### config.mk
export PLATFORM = sky130hd
export DESIGN_NAME = alu_div16
export DESIGN_NICKNAME = d
export VERILOG_FILES = /design/src/rtl/alu_pkg.sv /design/src/rtl/alu_div_step.sv /design/src/rtl/alu_div16.sv
export SDC_FILE = /design/constraint.sdc
export NUM_CORES = 1
export LEC_CHECK = 0
export CAP_MARGIN = 5
export CORE_ASPECT_RATIO = 0.9
export CORE_UTILIZATION = 50
export CTS_BUF_LIST = sky130_fd_sc_hd__clkbuf_16
export DETAILED_ROUTE_END_ITERATION = 12
export DONT_BUFFER_PORTS = 1
export SYNTH_ARGS = -nofsm -noshare
export SYNTH_HDL_FRONTEND = slang
export SYNTH_SLANG_ARGS = --single-unit
### constraint.sdc
create_clock -name clk -period 6 [get_ports clk]
set_input_delay 0.3 -clock clk [delete_from_list [all_inputs] [get_ports clk]]
set_output_delay 0.3 -clock clk [all_outputs]
set_load 0.02 [all_outputs]
### src/rtl/alu_pkg.sv
// rtl/alu_pkg.sv - shared width default, FSM state encodings and counter sizing for the divider
package alu_pkg;

   localparam int WIDTH_DEF = 16;

   // FSM state encodings
   localparam logic [1:0] IDLE = 2'd0;
   localparam logic [1:0] RUN  = 2'd1;
   localparam logic [1:0] DONE = 2'd2;

   // bit iteration counter width: log2(width)+1
   function automatic int cnt_width(input int w);
      return $clog2(w) + 1;
   endfunction

endpackage

### src/rtl/alu_div_step.sv
// rtl/alu_div_step.sv - one restoring shift-subtract step of an unsigned divider
module alu_div_step
   import alu_pkg::*;
#(
   parameter int WIDTH = WIDTH_DEF
) (
   input  logic [WIDTH:0]   rem_in,
   input  logic             bit_in,
   input  logic [WIDTH-1:0] divisor,
   output logic [WIDTH:0]   rem_out,
   output logic             q_bit
);

   logic [WIDTH:0] partial;
   logic [WIDTH:0] diff;
   logic           take;

   // shift in the next dividend bit, subtract the divisor if it fits, otherwise restore
   always_comb begin
      partial = {rem_in[WIDTH-1:0], bit_in};
      diff    = partial - {1'b0, divisor};
      // a set top bit would be shifted out, so the shifted value certainly exceeds the divisor
      take    = rem_in[WIDTH] | (partial >= {1'b0, divisor});
      rem_out = take ? diff : partial;
      q_bit   = take;
   end

endmodule

### src/rtl/alu_div16.sv
// rtl/alu_div16.sv - multi-cycle unsigned restoring divider with start/busy/done handshake
module alu_div16
   import alu_pkg::*;
#(
   parameter int WIDTH = WIDTH_DEF
) (
   input  logic             clk,
   input  logic             rst,
   input  logic             start,
   input  logic [WIDTH-1:0] dividend,
   input  logic [WIDTH-1:0] divisor,
   output logic             busy,
   output logic             done,
   output logic [WIDTH-1:0] quotient,
   output logic [WIDTH-1:0] remainder,
   output logic             div_by_zero
);

   localparam int             CW   = cnt_width(WIDTH);
   localparam logic [CW-1:0]  LAST = CW'(WIDTH - 1);

   logic [1:0]       state;
   logic [CW-1:0]    cnt;
   logic [WIDTH:0]   rem_r;     // partial remainder
   logic [WIDTH-1:0] dvd_r;     // dividend bits shift out of the top, quotient bits shift in at the bottom
   logic [WIDTH-1:0] dvs_r;
   logic [WIDTH:0]   step_rem;
   logic             step_q;
   logic             accept;

   alu_div_step #(
      .WIDTH   (WIDTH)
   ) u_step (
      .rem_in  (rem_r),
      .bit_in  (dvd_r[WIDTH-1]),
      .divisor (dvs_r),
      .rem_out (step_rem),
      .q_bit   (step_q)
   );

   // handshake outputs decode straight from the state so they cannot drift from it
   always_comb begin
      busy   = (state == RUN);
      done   = (state == DONE);
      accept = start && ((state == IDLE) || (state == DONE));
   end

   // sequencing, iteration and result registers; results only move on entry to DONE
   always_ff @(posedge clk) begin
      if (rst) begin
         state       <= IDLE;
         cnt         <= '0;
         rem_r       <= '0;
         dvd_r       <= '0;
         dvs_r       <= '0;
         quotient    <= '0;
         remainder   <= '0;
         div_by_zero <= 1'b0;
      end else begin
         case (state)
            IDLE, DONE: begin
               if (accept) begin
                  if (divisor == '0) begin
                     // no iteration needed: report immediately
                     state       <= DONE;
                     quotient    <= '1;
                     remainder   <= dividend;
                     div_by_zero <= 1'b1;
                  end else begin
                     state <= RUN;
                     cnt   <= '0;
                     rem_r <= '0;
                     dvd_r <= dividend;
                     dvs_r <= divisor;
                  end
               end else begin
                  state <= IDLE;
               end
            end
            RUN: begin
               rem_r <= step_rem;
               dvd_r <= {dvd_r[WIDTH-2:0], step_q};
               if (cnt == LAST) begin
                  state       <= DONE;
                  quotient    <= {dvd_r[WIDTH-2:0], step_q};
                  remainder   <= step_rem[WIDTH-1:0];
                  div_by_zero <= 1'b0;
               end else begin
                  cnt <= cnt + CW'(1);
               end
            end
            default: begin
               state <= IDLE;
            end
         endcase
      end
   end

endmodule

==> results, run 1 <==
- The maximum clock frequency is 343 MHz.
- The count of pins over their slew limit is 0.
- The area growth from synthesis to layout is 7.66%.
- Headroom to the max-slew limit came out at 0.308.
- The placeable core region is 8570 sq um.
- After global routing the overflow that remains totals 0.
- Along the worst path, the maximum fanout reaches 30.
- The clock reaches the later pin of the worst-skew pair after 340 ps.
- The clock buffer count from CTS is 9.
- Input and output buffers added on the ports amount to 0.
- Entering global routing, the biggest net connects 59 pins.
- The clock slew at the register clock pins of the worst setup and hold paths is 60 ps.
- Across the run, the number of max-cap violations was 0.
- The number of global-route vias before repair is 3479.
- The TritonCTS clock tree is done.
- Once layout is complete, the cells apart from fillers number 645.
- For this design the ratio of total power to cell area is 504 nW/um^2.
- The number of violations reported at the end of detailed-routing iteration 0 is 201.
- The number of rows in the core area is 32.
- Yosys mapped the design onto 52 distinct sky130hd cell types.
- The mean area per synthesized cell is 8.14 sq um.
- Counting flops with an async set or reset pin after synthesis yields a share of 0.
- The number of instances in the synthesized netlist is 540.
- In the final layout, the share of cells above drive strength 1 is 0.0741.
- The critical path in this run is classified as flip-flop to flip-flop.
- Among all flip-flop cells after synthesis, the most frequent one is dfxtp_1.
- The post-CTS setup repair buffer count is 0.
- The startpoint class of the critical path is a flip-flop.
- The die extent in x is 101 microns.
- In the global route stage, met2 resource usage came out at 0.381.
- Setup violations remaining at the end of the flow were counted as 0.
- Yosys printed 0 warnings.
- Across all register-to-register paths, the minimum setup slack is 3080 ps.
- After the last flow step, the layout net total stands at 576.
- The tree is rooted in a clkbuf_16.
- The clock period could shrink to 2920 ps.
- At the end of routability-driven placement, the weighted congestion stood at 0.823.
- When the netlist entered floorplanning its net count stood at 594.
- Final hold analysis gives a worst-case slack of 37.1 ps.
- The number of instances in the placed design is 630.
- The buffer depth of the longest clock path is 2.
- The largest voltage drop on the vdd net is 0.237 mV.
- At the pin with the least slew margin, the transition time is 1030 ps.
- Summing every instance area after synthesis gives 4400 sq um.
- The met3 usage in global routing is 0.0539.
- The flow ran to the end, and the final reports show no timing, DRC or antenna violations.
- The die extent in y is 91.0 microns.
- The arrival time at the worst endpoint is 3170 ps.
- The routed length per placed instance is 17.4 microns.
- The kind of path behind the tightest hold check is primary input to flip-flop.
- For the worst setup path, the data required time is 6250 ps.
- The post-synthesis sequential element count is 89.
- The number of remaining DRC errors is 0.
- The quantity of gates resized following cts is 0.
- The initial antenna violation count was 0.
- Once detail routing completed, the nets flagged for antenna violations numbered 0.
- Prior to clock tree synthesis, the placed netlist has a worst setup slack of 3110 ps.
- The floorplan step defined a die boundary enclosing 9170 sq um.
- The met1 layer usage reported by global route is 0.367.
- The capturing element type of the critical path is a flip-flop.
- The final wirelength is 11200 microns.
- The HPWL after detailed placement is 7900 microns.
- After filler insertion, the fill cell instance count of the layout stands at 818.
- The number of hold violations in the final report is 0.
- On the final layout, the worst clock skew is 7.64 ps.
- Setup repair after global routing left no endpoint under its margin.
- Summed over all cells, the static leakage comes to 1.87 nW.
- The first global-routing pass estimated 18100 microns of wire.
- After detailed placement, the total cell area comes to 4440 sq um.
- 70 I/O pins were placed.
- For the final routed database, the setup TNS stands at 0 ps.
- The final instance area is 4730 sq um.
- The setup slack after layout is 3080 ps.
- The mean number of vias per cell is 5.89.
- Across every metal layer, demand over resource in global routing totals 0.251.
- The number of antenna cells inserted is 0.
- The first detailed-routing pass ran for 6 iterations.
- The layer flagged by global routing as most heavily used is met2.
- The total clock sinks is 89.
- The detailed router placed 3796 vias in this run.
- The starting density of the core is 0.513.
- The maximum level of the CTS H-tree is 3.
- Of the synthesized area, sequential elements account for 0.405.
- The count of flip-flops with a built-in enable after synthesis is 0.
- The post-cts hold buffer count is 0.
- Dividing the final minimum period by the clock period gives 0.487.
cell usage after synthesis, types with 2 or more instances:
cell type,n,area (sq um)
a211o_1,2,17.5
a211oi_1,7,52.6
a21o_1,6,45.0
a21oi_1,45,225
a311oi_1,17,149
a31oi_1,3,18.8
and3_1,11,68.8
buf_2,3,15.0
clkbuf_1,28,105
dfxtp_1,89,1780
ha_1,18,225
inv_1,25,93.8
mux2i_1,9,90.1
nand2_1,94,353
nand2b_1,3,18.8
nand3_1,9,45.0
nand3b_1,2,15.0
nand4_1,4,25.0
nor2_1,50,188
nor2b_1,3,18.8
nor3_1,9,45.0
nor4_1,7,43.8
o211ai_1,2,15.0
o21a_1,2,15.0
o21ai_0,23,115
o221a_2,15,169
o221ai_1,2,17.5
o22ai_1,7,43.8
o31ai_1,3,22.5
o41ai_1,2,17.5
or2_2,2,12.5
or3_1,4,25.0
xnor2_1,6,52.6
xor2_1,10,87.6
logic make-up (layout without fill, tap and decap cells):
family                   Yosys count  count (layout)  share of synthesized area
AND/OR/NAND/NOR                  202             202                      0.203
AO/OA/AOI/OAI                    146             146                      0.230
flip-flops                        89              89                      0.405
buffers and inverters             59              45                     0.0538
adder cells (fa/ha/maj)           19              19                     0.0558
XOR/XNOR                          16              16                     0.0319
multiplexers                       9               9                     0.0205
registers in the layout (all words and copies together), names as in the netlist:
register	count
div_by_zero	1
dvs_r	16
remainder	16
state	2
rem_r	17
quotient	16
cnt	5
dvd_r	16
worst max-delay path, cell delays in order, from the launching register on:
cell	delay, ps
dfxtp_1	330
inv_1	40
ha_1	370
and3_1	230
o21a_1	110
o31a_1	310
a21oi_2	190
o21ba_2	610
mux2i_1	300
mux2i_1	100
a211oi_1	230
path summary, 6_finish.rpt:
kind | from | to | cells past startpoint
setup / recovery | dvs_r[4] | remainder[0] | 10
hold reg to reg | dvs_r[4] | dvs_r[4] | 2
setup reg to reg | dvs_r[4] | remainder[0] | 10
hold / removal | rst | dvs_r[0] | 1
metal layers:
layer	routed length, microns	share of wire
met2	5000	0.45
met3	683	0.061
met1	5440	0.49
met5	0	0
met4	69	0.0062
cells in the final DEF (no fill, tap or decap), types with 6 or more instances in the layout:
| cell | n |
|---|---|
| o221a_2 | 15 |
| nor3_1 | 9 |
| o22ai_1 | 7 |
| a311oi_1 | 17 |
| a21o_1 | 6 |
| nand2_1 | 94 |
| xor2_1 | 10 |
| nand3_1 | 9 |
| a21oi_1 | 45 |
| a211oi_1 | 7 |
| and3_1 | 11 |
| dfxtp_1 | 89 |
| ha_1 | 18 |
| nor2_1 | 50 |
| inv_1 | 25 |
| xnor2_1 | 6 |
| nor4_1 | 7 |
| mux2i_1 | 9 |
| clkbuf_16 | 9 |
| o21ai_0 | 23 |
power breakdown:
part | total [W] | switching (W) | internal [W] | leakage [nW]
combinational | 0.00113 | 0.000684 | 0.000442 | 1.01
sequential | 0.000699 | 0.0000518 | 0.000647 | 0.724
clock | 0.000562 | 0.000240 | 0.000323 | 0.138
final cells by class:
class | instances | area [sq um] | area share
Tap cell | 119 | 149 | 0.0315
Clock inverter | 6 | 67.6 | 0.0143
Timing Repair Buffer | 5 | 37.5 | 0.00793
Clock buffer | 9 | 225 | 0.0476
Multi-Input combinational cell | 392 | 2380 | 0.503
Inverter | 25 | 93.8 | 0.0198
Sequential cell | 89 | 1780 | 0.376
metrics by stage:
stage / util / total power, W
global placement: 0.518 / 0.00183
global route: 0.552 / 0.00255
CTS: 0.552 / 0.00240
floorplan: - / 0.00166
detailed placement: 0.518 / 0.00184
finish: 0.552 / 0.00239
No activity file was read; power rests on OpenSTA's default activity.
==> run 2: changes to the inputs <==
==> constraint.sdc (replaced) <==
create_clock -name clk -period 2.9 [get_ports clk]
set_input_delay 0.145 -clock clk [delete_from_list [all_inputs] [get_ports clk]]
set_output_delay 0.145 -clock clk [all_outputs]
set_load 0.02 [all_outputs]
==> run 2 against run 1 <==
Effect of this change: sequential cell count stayed put; maximum frequency is 7.8% higher; utilization is 4.9 points higher; design area is 8.8% higher; critical path depth stayed put; largest cell class unchanged.
==> results, run 2 (synthesized netlist as in run 1, its figures left out) <==
- The startpoint identified for the worst hold timing path is divisor[11].
- Clock skew on the completed layout was measured at 14.3 ps.
- In the final layout, the share of cells above drive strength 1 is 0.0835.
- Final hold analysis gives a worst-case slack of 24.2 ps.
- For flop-to-flop paths, the worst setup slack is 190 ps.
- The die extent in x is 101 microns.
- The leakage power summed over all cells is 2.06 nW.
- The post-cts hold buffer count is 30.
- For the final routed database, the setup TNS stands at 0 ps.
- The library cell used most frequently in the layout, excluding fill and tap cells, is nand2_1.
- The endpoint identified for the worst register-to-register timing path is rem_r[11].
- The kind of path behind the tightest hold check is primary input to flip-flop.
- The count of final setup violators is 0.
- The count of pins over their slew limit is 0.
- The number of hold violations in the final report is 0.
- For this run, the post-layout net count is 613.
- The count of buffers added on input and output ports is 0.
- For this design, the sink count on the clock tree is 89.
- The library cell contributing the largest single delay on the critical path is ha_1.
- In this run the worst setup path begins at dvs_r[4].
- The clock slew at the register clock pins of the worst setup and hold paths is 70 ps.
- The worst register-to-register path begins at dvs_r[4].
- The clock tree synthesis step divided the H-tree into 3 levels.
- The run finished with clean final reports.
- For met1 alone, demand over resource in global routing was 0.363.
- Counting the fill cells in the layout gives 800.
- The count of antenna-violating nets left after detailed routing is 0.
- For met2 alone, demand over resource in global routing was 0.434.
- The sink of the worst hold path is dvs_r[11].
- The initialized floorplan defines 32 standard-cell rows.
- The routed length per placed instance is 17.4 microns.
- The worst setup path is of the flip-flop to flip-flop kind.
- Setup repair after global routing left no endpoint under its margin.
- At the worst endpoint, the required time is 3100 ps.
- For the worst-skew pair, the clock arrives at the later sink with an insertion delay of 340 ps.
- The number of violations reported at the end of detailed-routing iteration 0 is 207.
- The overall die area is 9170 sq um.
- The largest voltage drop on the vdd net is 0.680 mV.
- The mean number of vias per cell is 5.81.
- In the global route stage, met3 resource usage came out at 0.0493.
- The total power divided by cell area is 1030 nW/um^2.
- In this run the deepest clock path goes through 2 buffers.
- Once the clock tree was built, the setup fixing pass inserted 0 buffers.
- The number of remaining DRC errors is 0.
- Measured against its own limit, the worst slew margin works out to 0.465.
- TritonCTS built the clock tree.
- At the end of routability-driven placement, the weighted congestion stood at 0.853.
- The arrival time at the worst endpoint is 2910 ps.
- Buffers inserted during clock tree synthesis total 9.
- After legalization and detailed placement, the total HPWL measured 8430 microns.
- The number of global-route vias before repair is 3762.
- In the layout the commonest cells are nand2_1, dfxtp_1, nor2_1, a21oi_1, dlygate4sd3_1.
- The longest individual stage delay on the worst path is 370 ps.
- For the pin with the worst max-slew slack, the measured transition is 801 ps.
- The pin count of the biggest net entering global routing is 56.
- Across all layers, the routed design uses 3961 vias.
- The initial antenna violation count is 0.
- Of the available clock period, the critical path in the final layout requires 0.934.
- The maximum clock frequency is 369 MHz.
- The flip-flop count of the largest register, all copies and words added is 17.
- The global-route wire length before repair is 19000 microns.
- The startpoint class of the critical path is a flip-flop.
- The initial utilization of the core area, before any placement, comes to 0.513.
- The first-pass iteration count of the detailed router is 5.
- The signal on the critical path passes through inv_1 > ha_1 > and3_1 > o21a_1 > o31a_1 > a21oi_2 > o21ba_2 > buf_4 > mux2i_1 > o21ai_0.
- Measured in cells, the most critical reg-to-reg path has a length of 10.
- The number of max-capacitance violations reported is 0.
- Summed over all layers, the routed wires come to 11900 microns.
- The hold path depth is 2.
- In this run the worst path has a maximum fanout of 13.
- STA classifies the critical path endpoint as a flip-flop.
- The number of antenna cells inserted is 0.
- The most flop-heavy register is rem_r.
- For this run, the total global-route usage over all layers was measured as 0.266.
- The minimum period implied by the final worst setup slack is 2710 ps.
- The placeable core region is 8570 sq um.
- The tree is rooted in a clkbuf_16.
- The area growth from synthesis to layout is 17.2%.
- The die is 91.0 microns tall.
- The total congestion overflow after global routing is 0.
- 70 I/O pins were placed.
- Gates resized during post-CTS repair numbered 0.
- met2 is the most crowded layer.
run 2: power by group:
group / total (W) / internal (W) / switching [W]
logic: 0.00250 / 0.00103 / 0.00147
clock network: 0.00134 / 0.000844 / 0.000498
registers: 0.00145 / 0.00134 / 0.000113
run 2: cell type report:
type / count / area (sq um) / area share
multi-input combinational: 392 / 2380 / 0.462
sequential: 89 / 1780 / 0.346
timing repair buffer: 42 / 408 / 0.0792
clock buffer: 9 / 225 / 0.0437
tap: 119 / 149 / 0.0289
clock inverter: 6 / 115 / 0.0223
inverter: 25 / 93.8 / 0.0182
run 2: worst max path at each step:
stage,endpoint,slack (ps),cells past startpoint
finish,rem_r[11],190,10
CTS,rem_r[11],220,10
global placement,rem_r[11],280,10
global route,rem_r[13],30,10
floorplan,remainder[0],500,12
detailed placement,rem_r[11],240,10
run 2: layer usage:
| layer | vias to the layer above | routed length [microns] |
|---|---|---|
| li1 | 1967 | - |
| met1 | 1894 | 5640 |
| met2 | 93 | 5590 |
| met3 | 7 | 589 |
| met4 | 0 | 70 |
| met5 | - | 0 |
run 2: metrics by stage:
stage / power (W) / cell area, sq um / utilization / std cells / setup slack [ps]
2_1_floorplan: 0.00344 / 4400 / - / 540 / 501
3_3_place_gp: 0.00388 / 4490 / 0.524 / 637 / 281
3_5_place_dp: 0.00390 / 4490 / 0.524 / 637 / 238
4_1_cts: 0.00529 / 5150 / 0.601 / 682 / 216
5_1_grt: 0.00560 / 5150 / 0.601 / 682 / 32.0
6_report: 0.00529 / 5150 / 0.601 / 682 / 193
run 2: critical path, delay by kind of cell, from the launching register on:
kind,cells,cell delay [ps]
AOI/OAI and AO/OA,5,1040
adders and majority gates,1,370
buffers and inverters,2,280
DFF,1,330
muxes,1,320
and+or+nand+nor,1,230
